==> src/rtl/mem_stage_ctrl_if.sv <==
// Data-memory port between the MEM stage and a variable-latency memory.
// The master drives req/we/addr/wdata. The slave answers with ack and rdata.
interface mem_stage_ctrl_if #(
    parameter int DW = 32
);
    logic          req;
    logic          we;
    logic [DW-1:0] addr;
    logic [DW-1:0] wdata;
    logic [DW-1:0] rdata;
    logic          ack;

    modport master (output req, we, addr, wdata, input rdata, ack);
    modport slave  (input req, we, addr, wdata, output rdata, ack);
endinterface

==> src/rtl/mem_stage_ctrl.sv <==
// MEM pipeline stage: drives the data-memory handshake, stalls upstream while an
// access is outstanding, resolves PCSrc, and holds the MEM/WB register.
module mem_stage_ctrl #(
    parameter int DW      = 32,
    parameter int TIMEOUT = 16
) (
    input  logic                i_clk,
    input  logic                i_rst,
    input  logic [1:0]          i_wb,
    input  logic [2:0]          i_m,
    input  logic                i_zero,
    input  logic [4:0]          i_rd,
    input  logic [DW-1:0]       i_alu_result,
    input  logic [DW-1:0]       i_write_data,
    mem_stage_ctrl_if.master    dmem,
    output logic                o_stall,
    output logic                o_pcsrc,
    output logic                o_bus_err,
    output logic [1:0]          o_wb,
    output logic [DW-1:0]       o_read_data,
    output logic [DW-1:0]       o_alu_result,
    output logic [4:0]          o_rd
);
    localparam int CW = (TIMEOUT > 2) ? $clog2(TIMEOUT) : 1;
    localparam logic [CW-1:0] CNT_LAST = CW'(TIMEOUT - 1);

    typedef enum logic {IDLE, WAIT} state_t;

    state_t        r_state, w_nxt_state;
    logic [CW-1:0] r_cnt, w_nxt_cnt;
    logic          r_bus_err, w_set_err;

    // Holding registers for the access in flight.
    logic          r_we;
    logic [DW-1:0] r_addr;
    logic [DW-1:0] r_wdata;
    logic [1:0]    r_wb;
    logic [4:0]    r_rd;
    logic          w_cap;

    logic [1:0]    r_wb_o;
    logic [DW-1:0] r_rdata_o;
    logic [DW-1:0] r_alu_o;
    logic [4:0]    r_rd_o;

    logic [1:0]    w_mw_wb;
    logic [DW-1:0] w_mw_rdata;
    logic [DW-1:0] w_mw_alu;
    logic [4:0]    w_mw_rd;

    logic          w_req, w_we, w_stall, w_pcsrc;
    logic [DW-1:0] w_addr, w_wdata;
    logic          w_memop, w_in_we;

    // MemRead takes priority if both memory bits are set.
    assign w_memop = i_m[1] | i_m[0];
    assign w_in_we = ~i_m[1] & i_m[0];

    always_ff @(posedge i_clk) begin
        if (i_rst) begin
            r_state   <= IDLE;
            r_cnt     <= '0;
            r_bus_err <= 1'b0;
            r_we      <= 1'b0;
            r_addr    <= '0;
            r_wdata   <= '0;
            r_wb      <= '0;
            r_rd      <= '0;
            r_wb_o    <= '0;
            r_rdata_o <= '0;
            r_alu_o   <= '0;
            r_rd_o    <= '0;
        end else begin
            r_state <= w_nxt_state;
            r_cnt   <= w_nxt_cnt;
            if (w_set_err) r_bus_err <= 1'b1;
            if (w_cap) begin
                r_we    <= w_in_we;
                r_addr  <= i_alu_result;
                r_wdata <= i_write_data;
                r_wb    <= i_wb;
                r_rd    <= i_rd;
            end
            r_wb_o    <= w_mw_wb;
            r_rdata_o <= w_mw_rdata;
            r_alu_o   <= w_mw_alu;
            r_rd_o    <= w_mw_rd;
        end
    end

    // The MEM/WB fields default to zero. That zero value is the bubble.
    always_comb begin
        w_nxt_state = r_state;
        w_nxt_cnt   = r_cnt;
        w_set_err   = 1'b0;
        w_cap       = 1'b0;
        w_req       = 1'b0;
        w_we        = 1'b0;
        w_addr      = '0;
        w_wdata     = '0;
        w_stall     = 1'b0;
        w_pcsrc     = 1'b0;
        w_mw_wb     = '0;
        w_mw_rdata  = '0;
        w_mw_alu    = '0;
        w_mw_rd     = '0;
        unique case (r_state)
            IDLE: begin
                w_pcsrc = i_m[2] & i_zero;
                if (w_memop) begin
                    w_req   = 1'b1;
                    w_we    = w_in_we;
                    w_addr  = i_alu_result;
                    w_wdata = i_write_data;
                    if (dmem.ack) begin
                        w_mw_wb    = i_wb;
                        w_mw_rdata = w_in_we ? '0 : dmem.rdata;
                        w_mw_alu   = i_alu_result;
                        w_mw_rd    = i_rd;
                    end else begin
                        w_stall     = 1'b1;
                        w_cap       = 1'b1;
                        w_nxt_cnt   = CW'(1);
                        w_nxt_state = WAIT;
                    end
                end else begin
                    w_mw_wb  = i_wb;
                    w_mw_alu = i_alu_result;
                    w_mw_rd  = i_rd;
                end
            end
            WAIT: begin
                w_req   = 1'b1;
                w_we    = r_we;
                w_addr  = r_addr;
                w_wdata = r_wdata;
                if (dmem.ack) begin
                    w_mw_wb     = r_wb;
                    w_mw_rdata  = r_we ? '0 : dmem.rdata;
                    w_mw_alu    = r_addr;
                    w_mw_rd     = r_rd;
                    w_nxt_cnt   = '0;
                    w_nxt_state = IDLE;
                end else if (r_cnt == CNT_LAST) begin
                    w_stall     = 1'b1;
                    w_set_err   = 1'b1;
                    w_nxt_cnt   = '0;
                    w_nxt_state = IDLE;
                end else begin
                    w_stall   = 1'b1;
                    w_nxt_cnt = r_cnt + CW'(1);
                end
            end
            default: w_nxt_state = IDLE;
        endcase
    end

    // Reset drops the request at once, so a late ack is never consumed.
    assign dmem.req   = w_req & ~i_rst;
    assign dmem.we    = w_we;
    assign dmem.addr  = w_addr;
    assign dmem.wdata = w_wdata;
    assign o_stall    = w_stall & ~i_rst;
    assign o_pcsrc    = w_pcsrc & ~i_rst;

    assign o_bus_err    = r_bus_err;
    assign o_wb         = r_wb_o;
    assign o_read_data  = r_rdata_o;
    assign o_alu_result = r_alu_o;
    assign o_rd         = r_rd_o;
endmodule

==> src/flat_wrapper.sv <==
// flat-port wrapper written by rule: the top's interface ports become plain ports
module mem_stage_ctrl_flat 
#(
    parameter int DW      = 32,
    parameter int TIMEOUT = 16
)
  (i_clk, i_rst, i_wb, i_m, i_zero, i_rd, i_alu_result, i_write_data, o_stall, o_pcsrc, o_bus_err, o_wb, o_read_data, o_alu_result, o_rd, dmem_req, dmem_we, dmem_addr, dmem_wdata, dmem_rdata, dmem_ack);
  mem_stage_ctrl_if #(.DW(DW)) dmem_i ();
  input  logic i_clk;
  input  logic i_rst;
  input  logic [1:0] i_wb;
  input  logic [2:0] i_m;
  input  logic i_zero;
  input  logic [4:0] i_rd;
  input  logic [DW-1:0] i_alu_result;
  input  logic [DW-1:0] i_write_data;
  output logic o_stall;
  output logic o_pcsrc;
  output logic o_bus_err;
  output logic [1:0] o_wb;
  output logic [DW-1:0] o_read_data;
  output logic [DW-1:0] o_alu_result;
  output logic [4:0] o_rd;
  output wire logic [$bits(dmem_i.req)-1:0] dmem_req;
  output wire logic [$bits(dmem_i.we)-1:0] dmem_we;
  output wire logic [$bits(dmem_i.addr)-1:0] dmem_addr;
  output wire logic [$bits(dmem_i.wdata)-1:0] dmem_wdata;
  input wire logic [$bits(dmem_i.rdata)-1:0] dmem_rdata;
  input wire logic [$bits(dmem_i.ack)-1:0] dmem_ack;
  assign dmem_req = dmem_i.req;
  assign dmem_we = dmem_i.we;
  assign dmem_addr = dmem_i.addr;
  assign dmem_wdata = dmem_i.wdata;
  assign dmem_i.rdata = dmem_rdata;
  assign dmem_i.ack = dmem_ack;
  mem_stage_ctrl #(.DW(DW), .TIMEOUT(TIMEOUT)) u_core (.i_clk(i_clk), .i_rst(i_rst), .i_wb(i_wb), .i_m(i_m), .i_zero(i_zero), .i_rd(i_rd), .i_alu_result(i_alu_result), .i_write_data(i_write_data), .dmem(dmem_i), .o_stall(o_stall), .o_pcsrc(o_pcsrc), .o_bus_err(o_bus_err), .o_wb(o_wb), .o_read_data(o_read_data), .o_alu_result(o_alu_result), .o_rd(o_rd));
endmodule
==> config.mk <==
export PLATFORM = sky130hd
export DESIGN_NAME = mem_stage_ctrl_flat
export DESIGN_NICKNAME = d
export VERILOG_FILES = /design/src/rtl/mem_stage_ctrl_if.sv /design/src/rtl/mem_stage_ctrl.sv /design/src/flat_wrapper.sv
export SDC_FILE = /design/constraint.sdc
export NUM_CORES = 1
export LEC_CHECK = 0
export BUFFER_PORTS_ARGS = -buffer_cell sky130_fd_sc_hd__buf_2
export CORE_MARGIN = 4
export CORE_UTILIZATION = 45
export CTS_CLUSTER_SIZE = 40
export DETAILED_ROUTE_END_ITERATION = 10
export GPL_TIMING_DRIVEN = 0
export PLACE_DENSITY = 0.76
export SYNTH_ARGS = -nofsm -noshare
export SYNTH_HDL_FRONTEND = slang
export SYNTH_SLANG_ARGS = --single-unit
==> constraint.sdc <==
create_clock -name i_clk -period 2.8 [get_ports i_clk]
set_input_delay 0.14 -clock i_clk [delete_from_list [all_inputs] [get_ports i_clk]]
set_output_delay 0.14 -clock i_clk [all_outputs]
set_load 0.03 [all_outputs]
==> impl_results.md, run 1 <==
- Status: completed
- RSZ-0062 raised after global routing: false
- Dominant cell type by area after synthesis: dfxtp_1
- Fin crit share: 81.25%
- Top delay family on crit path: buffers and inverters
- Grt ovf: 0
- Placement Cell Area: 7262 um2
- CP Max Fanout: 10
- Vias in the first global route: 6249
- Die area: 14770 um2
- Vias per cell: 5.509
- Switch share: 28.25%
- Hold_ws: 0.01076 ns
- XOR/XNOR Fraction of Synth Area: 0%
- Largest family of logic cells by synthesized area: compound AO/OA/AOI/OAI gates
- CTS sink cnt: 149
- Metal2 WL: 10.22 mm
- Synth Area in Simple Gates: 13.52%
- Worst Setup Slack, final: 0.5250 ns
- Share of layout cells above drive strength 1: 32.01%
- Post-synth EDFFs: 0
- Max Slew Vio Count: 0
- Post-route cell area: 8922 um2
- CP Buf/Inv Count: 4
- Slew margin rel.: 59.33%
- Critical Path Most Common Cell: buf_2
- Share of the synthesized area in the top cell type: 51.42%
- Chip width: 121.5 um
- Ys async rst share: 0%
- PwrDens: 662.6 nW/um2
- Inserted Clock Buffers: 17
- Top cells by area, synth: dfxtp_1 51%, a22o_1 13%, a21oi_1 6.5%
- IO Pins: 250
- Port Buffers: 249
- Mux cell area share after synthesis: 0%
- Compound-gate portion of the synthesized area: 29.44%
- Final Hold Viols: 0
- Syn Area/Cell: 9.237 um2
- Post-CTS sizing: 0
- Netlist cell types: 30
- Worst endpoint required time: 2.66 ns
- Htree depth: 4
- Min Tclk post-route: 2.275 ns
- Synth warnings: 0
- Crit-path max cell delay: 0.43 ns
- Measured slew at the worst slew-check pin: 0.6100 ns
- Achievable frequency: 439.6 MHz
- Initial antenna violation count: 2
- Area share of fa/ha/maj cells after synthesis: 0.2157%
- Net Sw Power: 1.670 mW
- First-pass GRT wire length: 31.91 mm
- Critical Path Sink Type: output port
- Logic pwr share: 19.0%
- Setup Viol. Count Final: 0
- Met3 wire length: 1.526 mm
- # nets final: 1107
- Cell chain of the critical path: buf_4, buf_2, clkbuf_1, a22o_1, buf_2
- DP Wirelength: 13.06 mm
- Site Rows: 41
- Largest net degree at the start of global routing: 17
- Final setup TNS: 0 ns
- Starting density of the core: 45.96%
- Vias: 6517
- Cell area after synthesis: 5801 um2
- Top cells by count, synth: 149 x dfxtp_1, 85 x a22o_1, 75 x a21oi_1
- Syn Inst Count: 628
- WL per Instance: 17.35 um
- CTS Root Buffer Type: clkbuf_16
- Setup crit start kind: flop
- Reg-to-Reg Start: u_core.r_state
- Power, Total: 5.912 mW
- CP Class: flop to output port
- Post-Route Utilization: 70.70%
- Register area share after synthesis: 51.42%
- Drt first pass iters: 5
- Area delta synth->final: 53.82%
- Top_reg_cell synth: dfxtp_1
- CTS max path bufs: 2
- Lkg Pwr: 4.113 nW
- CTS tree: done
- Hold path startpoint: i_write_data[5]
- GPL Wtd Cong: 0.7878
- Final WL: 20.53 mm
- Post-route ant nets: 0
- Residual DRC: 0
- Power share of the sequential group: 38.7%
- Total Routing Usage GR: 27.07%
- Worst-skew pair later-pin latency: 0.42 ns
- Hold Path Class: primary input to flop
- Die Height: 121.5 um
- WL met1: 7.989 mm
- CP Launch Point: u_core.r_state
- CP max-delay cell: clkbuf_1
- Post-Syn Nets: 739
- Clock power frac: 42.4%
- Int Power: 4.242 mW
- Peak VDD IR: 362.3 uV
- Clock Skews: 0.005722 ns
- CP arrival: 2.14 ns
- DRT iter0 DRCs: 559
- Placed cell count: 1049
- Flops & latches, synth: 149
- Max-Cap Viols: 0
- Core Box Area: 12620 um2
- Worst-path clk slew: 0.06 ns
- Top layer reached by signal wires: met5
- Place WS: 1.008 ns
- Top-count cell post-synth: dfxtp_1
- Non-filler cells in the finished layout: 1183
[layer usage]
metal / vias up / track usage [%]
met3: 58 / 6.453
met5: - / 0
met4: 2 / 13.31
met1: 3056 / 32.57
li1: 3054 / -
met2: 347 / 45.42
[worst register-to-register path, stage by stage, from the launching register on]
cell      delay, ns
dfxtp_1        0.33
buf_4          0.17
nand2b_1       0.14
a21oi_1        0.41
buf_2          0.29
and2_1         0.18
[repair_timing]
| item | CTS | global route |
|---|---|---|
| hold endpoints to repair | 125 | 0 |
| setup buffers | 0 | 0 |
| hold buffers | 100 | 0 |
[power by group through the flow]
stage	logic [mW]	clock network [mW]	registers [mW]
after floorplan	0.557	0	2.41
final	1.12	2.51	2.29
after global routing	1.19	2.63	2.30
after global placement	0.984	0	2.32
after detailed placement	0.990	0	2.33
after CTS	1.10	2.53	2.28
[path summary, 6_finish.rpt]
path | to | slack, ns | cells after the start
worst max-delay path | dmem_wdata[22] | 0.52 | 5
worst min-delay path | u_core.r_wdata[5] | 0.01 | 3
worst max register to register | u_core.o_read_data[12] | 1.22 | 5
worst min register to register | u_core.o_wb[1] | 0.48 | 2
[layout make-up]
class / count / area (um2)
tap: 172 / 215.2
sequential: 149 / 2983
buffer: 67 / 305.3
inverter: 2 / 7.507
multi-input combinational: 410 / 2505
antenna: 2 / 5.005
clock buffer: 17 / 425.4
timing repair buffer: 349 / 2247
fill: 982 / 3697
clock inverter: 15 / 229.0
[sequential cells by signal (all words and copies together), names as in the netlist]
register             count
u_core.r_rd              5
u_core.r_state           1
u_core.o_bus_err         1
u_core.o_alu_result     32
u_core.r_we              1
u_core.r_addr           32
u_core.r_wdata          32
u_core.o_wb              2
u_core.r_cnt             4
u_core.o_rd              5
u_core.r_wb              2
u_core.o_read_data      32
[cells in the final DEF, fill, tap and decap left out, drive strengths merged]
cell,netlist,final
dlygate4sd3,0,100
clkbuf,29,46
nor3b,1,1
diode,0,2
nand2b,5,5
nor3,2,2
nand2,4,4
clkinvlp,0,1
clkinv,0,7
dfxtp,149,149
a22o,85,85
o21ai,72,72
a32oi,12,12
a22oi,8,8
ha,1,1
and2,33,33
buf,38,287
a21oi,75,75
or2,2,2
nor2,27,27
inv,2,4
nand3,74,74
and2b,2,2
a211oi,1,1
a311oi,3,3
bufinv,0,5
o21bai,1,1
a41oi,2,2
[cells by family after synthesis]
logic type,count (synthesis)
buffers and inverters,69
AO/OA/AOI/OAI,259
adder cells (fa/ha/maj),1
flip-flops,149
AND/OR/NAND/NOR,150
Note: power is estimated with default switching activity, not from simulation.
==> run 2, diff against run 1 <==
clock period = 2.25 ns   (was 2.8 ns; I/O delays follow)
==> run 2 against run 1 <==
Critical path depth unchanged. Die area unchanged. Register-to-register slack got worse by 0.55 ns. Combinational power increased by 25%. Flip-flop and latch count unchanged. Routed wire length increased by 0.65%. Critical endpoint unchanged. Clock power increased by 24%.
==> impl_results.md, run 2 (synthesis gave the netlist of run 1 again) <==
- Placed cell count: 1049
- Starting density of the core: 45.96%
- Largest net degree at the start of global routing: 17
- Hold_ws: 0.03411 ns
- Die area: 14770 um2
- Achievable frequency: 481.7 MHz
- CTS max path bufs: 2
- Die Height: 121.5 um
- Non-filler cells in the finished layout: 1186
- Hold depth: 3
- Worst-skew pair later-pin latency: 0.42 ns
- IO Pins: 250
- Worst endpoint required time: 2.14 ns
- Worst-path clk slew: 0.06 ns
- R2R cell count: 5
- Post-route ant nets: 0
- CP Buf/Inv Count: 4
- Slew margin rel.: 58.97%
- WL per Instance: 17.42 um
- Drt first pass iters: 5
- Residual DRC: 0
- CTS sink cnt: 149
- Setup Viol. Count Final: 0
- CP arrival: 1.96 ns
- Cell chain of the critical path: buf_4, buf_2, clkbuf_2, a22o_1, buf_2
- Commonest cells after routing, fill and taps aside: 281 x buf_2, 149 x dfxtp_1, 103 x dlygate4sd3_1, 85 x a22o_1, 75 x a21oi_1
- Critical Path Most Common Cell: buf_2
- Top layer reached by signal wires: met5
- Final WL: 20.66 mm
- CP max-delay cell: dfxtp_1
- Max Slew Vio Count: 0
- Vias per cell: 5.573
- Clock Skews: 0.005191 ns
- Port Buffers: 249
- Crit-path max cell delay: 0.36 ns
- Htree depth: 4
- Lkg Pwr: 4.137 nW
- Site Rows: 41
- Post-Route Utilization: 71.01%
- Min Tclk post-route: 2.076 ns
- Vias: 6609
- Final setup TNS: 0 ns
- Max-Cap Viols: 0
- Setup crit start kind: flop
- Grt ovf: 0
- # nets final: 1110
- WL met1: 7.977 mm
- Measured slew at the worst slew-check pin: 0.6155 ns
- Chip width: 121.5 um
- Status: completed
- FILL cells: 974
- Vias in the first global route: 6301
- Critical Path Sink Type: output port
- Share of layout cells above drive strength 1: 32.21%
- Net Sw Power: 2.077 mW
- PwrDens: 821.4 nW/um2
- First-pass GRT wire length: 32.12 mm
- Core Box Area: 12620 um2
- Top delay family on crit path: buffers and inverters
- Total Routing Usage GR: 27.25%
- Int Power: 5.284 mW
- Final Hold Viols: 0
- Metal2 WL: 10.38 mm
- Power share of the sequential group: 38.6%
- Commonest non-fill, non-tap cell in the layout: buf_2
- Setup Fix Bufs, Post-CTS: 0
- DRT iter0 DRCs: 515
- Clock power frac: 42.3%
- Fin crit share: 92.27%
- DP Wirelength: 13.06 mm
- Switch share: 28.22%
- Met3 wire length: 1.486 mm
- Crit. path cell count: 5
- CTS tree: done
- Peak VDD IR: 448.5 uV
- RSZ-0062 raised after global routing: false
- CP Max Fanout: 10
- CTS Root Buffer Type: clkbuf_16
- Initial antenna violation count: 2
- Logic pwr share: 19.0%
- Hold Path Class: primary input to flop
- Inserted Clock Buffers: 17
- CP Class: flop to output port
- GPL Wtd Cong: 0.7878
- Area delta synth->final: 54.49%
## run 2: cell types whose count changed in the layout (fill, tap and decap cells not counted)
cell	previous run	this run
dlygate4sd3_1	100	103
nor2_4	1	2
clkbuf_1	27	26
clkbuf_2	2	5
nor2_2	1	0
buf_1	3	1
## run 2: cell type report
class	instances	area, um2	share of cell area (%)
clock inverter	15	229.0	2.555
buffer	67	309.0	3.449
antenna	2	5.005	0.05585
timing repair buffer	352	2277	25.41
multi-input combinational	410	2510	28.01
sequential	149	2983	33.29
inverter	2	7.507	0.08378
tap	172	215.2	2.402
clock buffer	17	425.4	4.747
## run 2: worst min-delay path, delay by kind of cell
kind	cells	cell delay, ns
buffers and inverters	1	0.12
AND/OR/NAND/NOR	1	0.08
AO/OA/AOI/OAI	1	0.10
## run 2: worst paths after layout
path / start / end / slack, ns
max: u_core.r_state / dmem_wdata[22] / 0.17
min: i_alu_result[10] / u_core.o_alu_result[10] / 0.03
max reg2reg: u_core.r_state / u_core.o_read_data[12] / 0.67
min reg2reg: u_core.r_wdata[24] / u_core.r_wdata[24] / 0.48
## run 2: power by group through the flow
stage	registers [mW]	logic [mW]	clock network [mW]
after floorplan	3.00	0.693	0
after global placement	2.89	1.22	0
after detailed placement	2.90	1.23	0
after CTS	2.84	1.38	3.15
after global routing	2.86	1.49	3.27
final	2.84	1.40	3.11
## run 2: what timing repair did
action	in CTS	in global routing
setup endpoints to repair	0	60
hold buffers	103	0
resized for setup	0	5
hold endpoints to repair	138	0
## run 2: per-stage QoR
step / setup slack (ns) / cell area [um2] / power, mW
after global routing: 0.06331 / 8959 / 7.617
after global placement: 0.4525 / 7262 / 4.116
after CTS: 0.003725 / 8947 / 7.366
after floorplan: 0.6516 / 5801 / 3.695
final: 0.1739 / 8961 / 7.361
after detailed placement: 0.4850 / 7262 / 4.129
## run 2: metal layers
| layer | up-vias | global-route usage [%] |
|---|---|---|
| met5 | - | 0 |
| li1 | 3065 | - |
| met3 | 62 | 6.407 |
| met2 | 350 | 45.80 |
| met4 | 2 | 13.52 |
| met1 | 3130 | 32.72 |
==> run 3, diff against run 2 <==
CORE_UTILIZATION = 35   (was 45)
PLACE_DENSITY = unset   (was 0.76)
SETUP_SLACK_MARGIN = 0.02   (was unset)
==> run 3 against run 2 <==
Critical endpoint unchanged. Clock skew rose by 0.0018 ns. Cell count rose by 3.9%. Non-clock buffer count increased by 1. Clock-buffer cell count up 7. Hold slack gained 0.039 ns. Routed wire length is 0.45% lower. Clock power is 6.4% lower. Combinational power hardly changed. First-iteration DRC count decreased by 30%.
==> impl_results.md, run 3 (synthesis gave the netlist of run 1 again) <==
- Die area: 18700 um2
- CP Buf/Inv Count: 4
- GRT met2 Usage: 36.39%
- Min Tclk post-route: 2.067 ns
- Post-route cell area: 8979 um2
- Measured slew at the worst slew-check pin: 0.5900 ns
- DP Wirelength: 13.73 mm
- Site Rows: 46
- Critical Path Most Common Cell: buf_2
- Max-Cap Viols: 0
- Port Buffers: 249
- CP arrival: 1.95 ns
- Inserted Clock Buffers: 17
- Cell chain of the critical path: buf_4, buf_2, clkbuf_2, a22o_1, buf_2
- Core Box Area: 16060 um2
- Die Height: 136.7 um
- Htree depth: 4
- Commonest cells after routing, fill and taps aside: 282 x buf_2, 149 x dfxtp_1, 104 x dlygate4sd3_1, 85 x a22o_1, 75 x a21oi_1
- Post-route ant nets: 0
- Final WL: 20.57 mm
- Vias: 6218
- Drt first pass iters: 4
- Multi-input gate area: 2510 um2
- Vias in the first global route: 6108
- # nets final: 1111
- IO Pins: 250
- Peak VDD IR: 574.7 uV
- Starting density of the core: 36.12%
- Storage element area: 2983 um2
- Placement Cell Area: 7317 um2
- Clock Skews: 0.007011 ns
- Largest net degree at the start of global routing: 17
- Final setup TNS: 0 ns
- Crit-path max cell delay: 0.36 ns
- Vias per cell: 5.047
- Final Hold Viols: 0
- CTS sink cnt: 149
- Max Slew Vio Count: 0
- Lkg Pwr: 4.111 nW
- Met3 usage: 3.824%
- Initial antenna violation count: 3
- PwrDens: 795.3 nW/um2
- Setup Viol. Count Final: 0
- Worst endpoint required time: 2.14 ns
- Worst-path clk slew: 0.06 ns
- Met1 Resource Use GR: 25.88%
- CP max-delay cell: dfxtp_1
- GR peak layer: met2
- CP Max Fanout: 10
- CP Class: flop to output port
- CTS tree: done
- Setup crit start kind: flop
- Status: completed
- Grt ovf: 0
- RSZ-0062 raised after global routing: false
- WL per Instance: 16.70 um
- Fin crit share: 91.87%
- Residual DRC: 0
- FILL cells: 1477
- Hold Path Class: primary input to flop
- GPL Wtd Cong: 0.7870
- Chip width: 136.7 um
- First-pass GRT wire length: 31.21 mm
- Slew margin rel.: 60.66%
- Total Routing Usage GR: 21.20%
- CTS max path bufs: 2
- Achievable frequency: 483.8 MHz
- CTS Root Buffer Type: clkbuf_16
- Area delta synth->final: 54.79%
- Top delay family on crit path: buffers and inverters
- Worst-skew pair later-pin latency: 0.42 ns
- Commonest non-fill, non-tap cell in the layout: buf_2
- DRT iter0 DRCs: 360
- Critical Path Sink Type: output port
- Share of layout cells above drive strength 1: 31.79%
run 3: report_power, final:
group	internal, mW	switching [mW]	leakage (nW)
Combinational	0.529	0.863	2.60
Sequential	2.78	0.0624	1.22
Clock	1.83	1.08	0.286
Total	5.14	2.00	4.11
run 3: cell type report:
| type | count | share of cell area, % |
|---|---|---|
| Buffer | 67 | 3.442 |
| Inverter | 2 | 0.08361 |
| Tap cell | 216 | 3.010 |
| Timing Repair Buffer | 353 | 25.47 |
| Sequential cell | 149 | 33.22 |
| Antenna cell | 3 | 0.08361 |
| Clock buffer | 24 | 5.365 |
| Multi-Input combinational cell | 410 | 27.95 |
| Clock inverter | 8 | 1.366 |
run 3: path summary, 6_finish.rpt:
path                    startpoint                     end  slack [ns]  cells past startpoint
hold / removal              i_m[0]             u_core.r_we        0.07                      3
setup reg to reg    u_core.r_state  u_core.o_alu_result[9]        0.73                      5
hold reg to reg   u_core.o_bus_err        u_core.o_bus_err        0.47                      2
setup / recovery    u_core.r_state          dmem_wdata[22]        0.18                      5
run 3: tightest hold or removal path: cells and delay by family:
family / cells / cell delay (ns)
compound gates: 2 / 0.18
buf+inv: 1 / 0.14
run 3: per-layer routing:
metal / wire length (um) / share of wire, % / vias up
li1: - / - / 3064
met1: 8364 / 41 / 2890
met2: 10360 / 50 / 221
met3: 1207 / 5.9 / 43
met4: 637 / 3.1 / 0
met5: 0 / 0 / -
run 3: repair_timing:
| item | 4_1_cts | 5_1_grt |
|---|---|---|
| resized for setup | 3 | 1 |
| gates cloned | 0 | 0 |
| setup endpoints to repair | 60 | 10 |
| buffers inserted | 0 | 0 |
| hold endpoints to repair | 141 | 0 |
| hold buffers | 104 | 0 |
run 3: through the flow:
step	power (mW)	util (%)	hold WS (ns)	std cells	setup WS, ns
final	7.141	55.91	0.07348	1232	0.1829
after global routing	7.413	55.91	0.06119	1232	0.02123
after CTS	7.193	55.86	0.05170	1229	0.02020
after detailed placement	4.140	45.57	0.3137	1093	0.4114
after global placement	4.137	45.57	0.3114	1093	0.4199
after floorplan	3.695	-	0.2091	628	0.6516
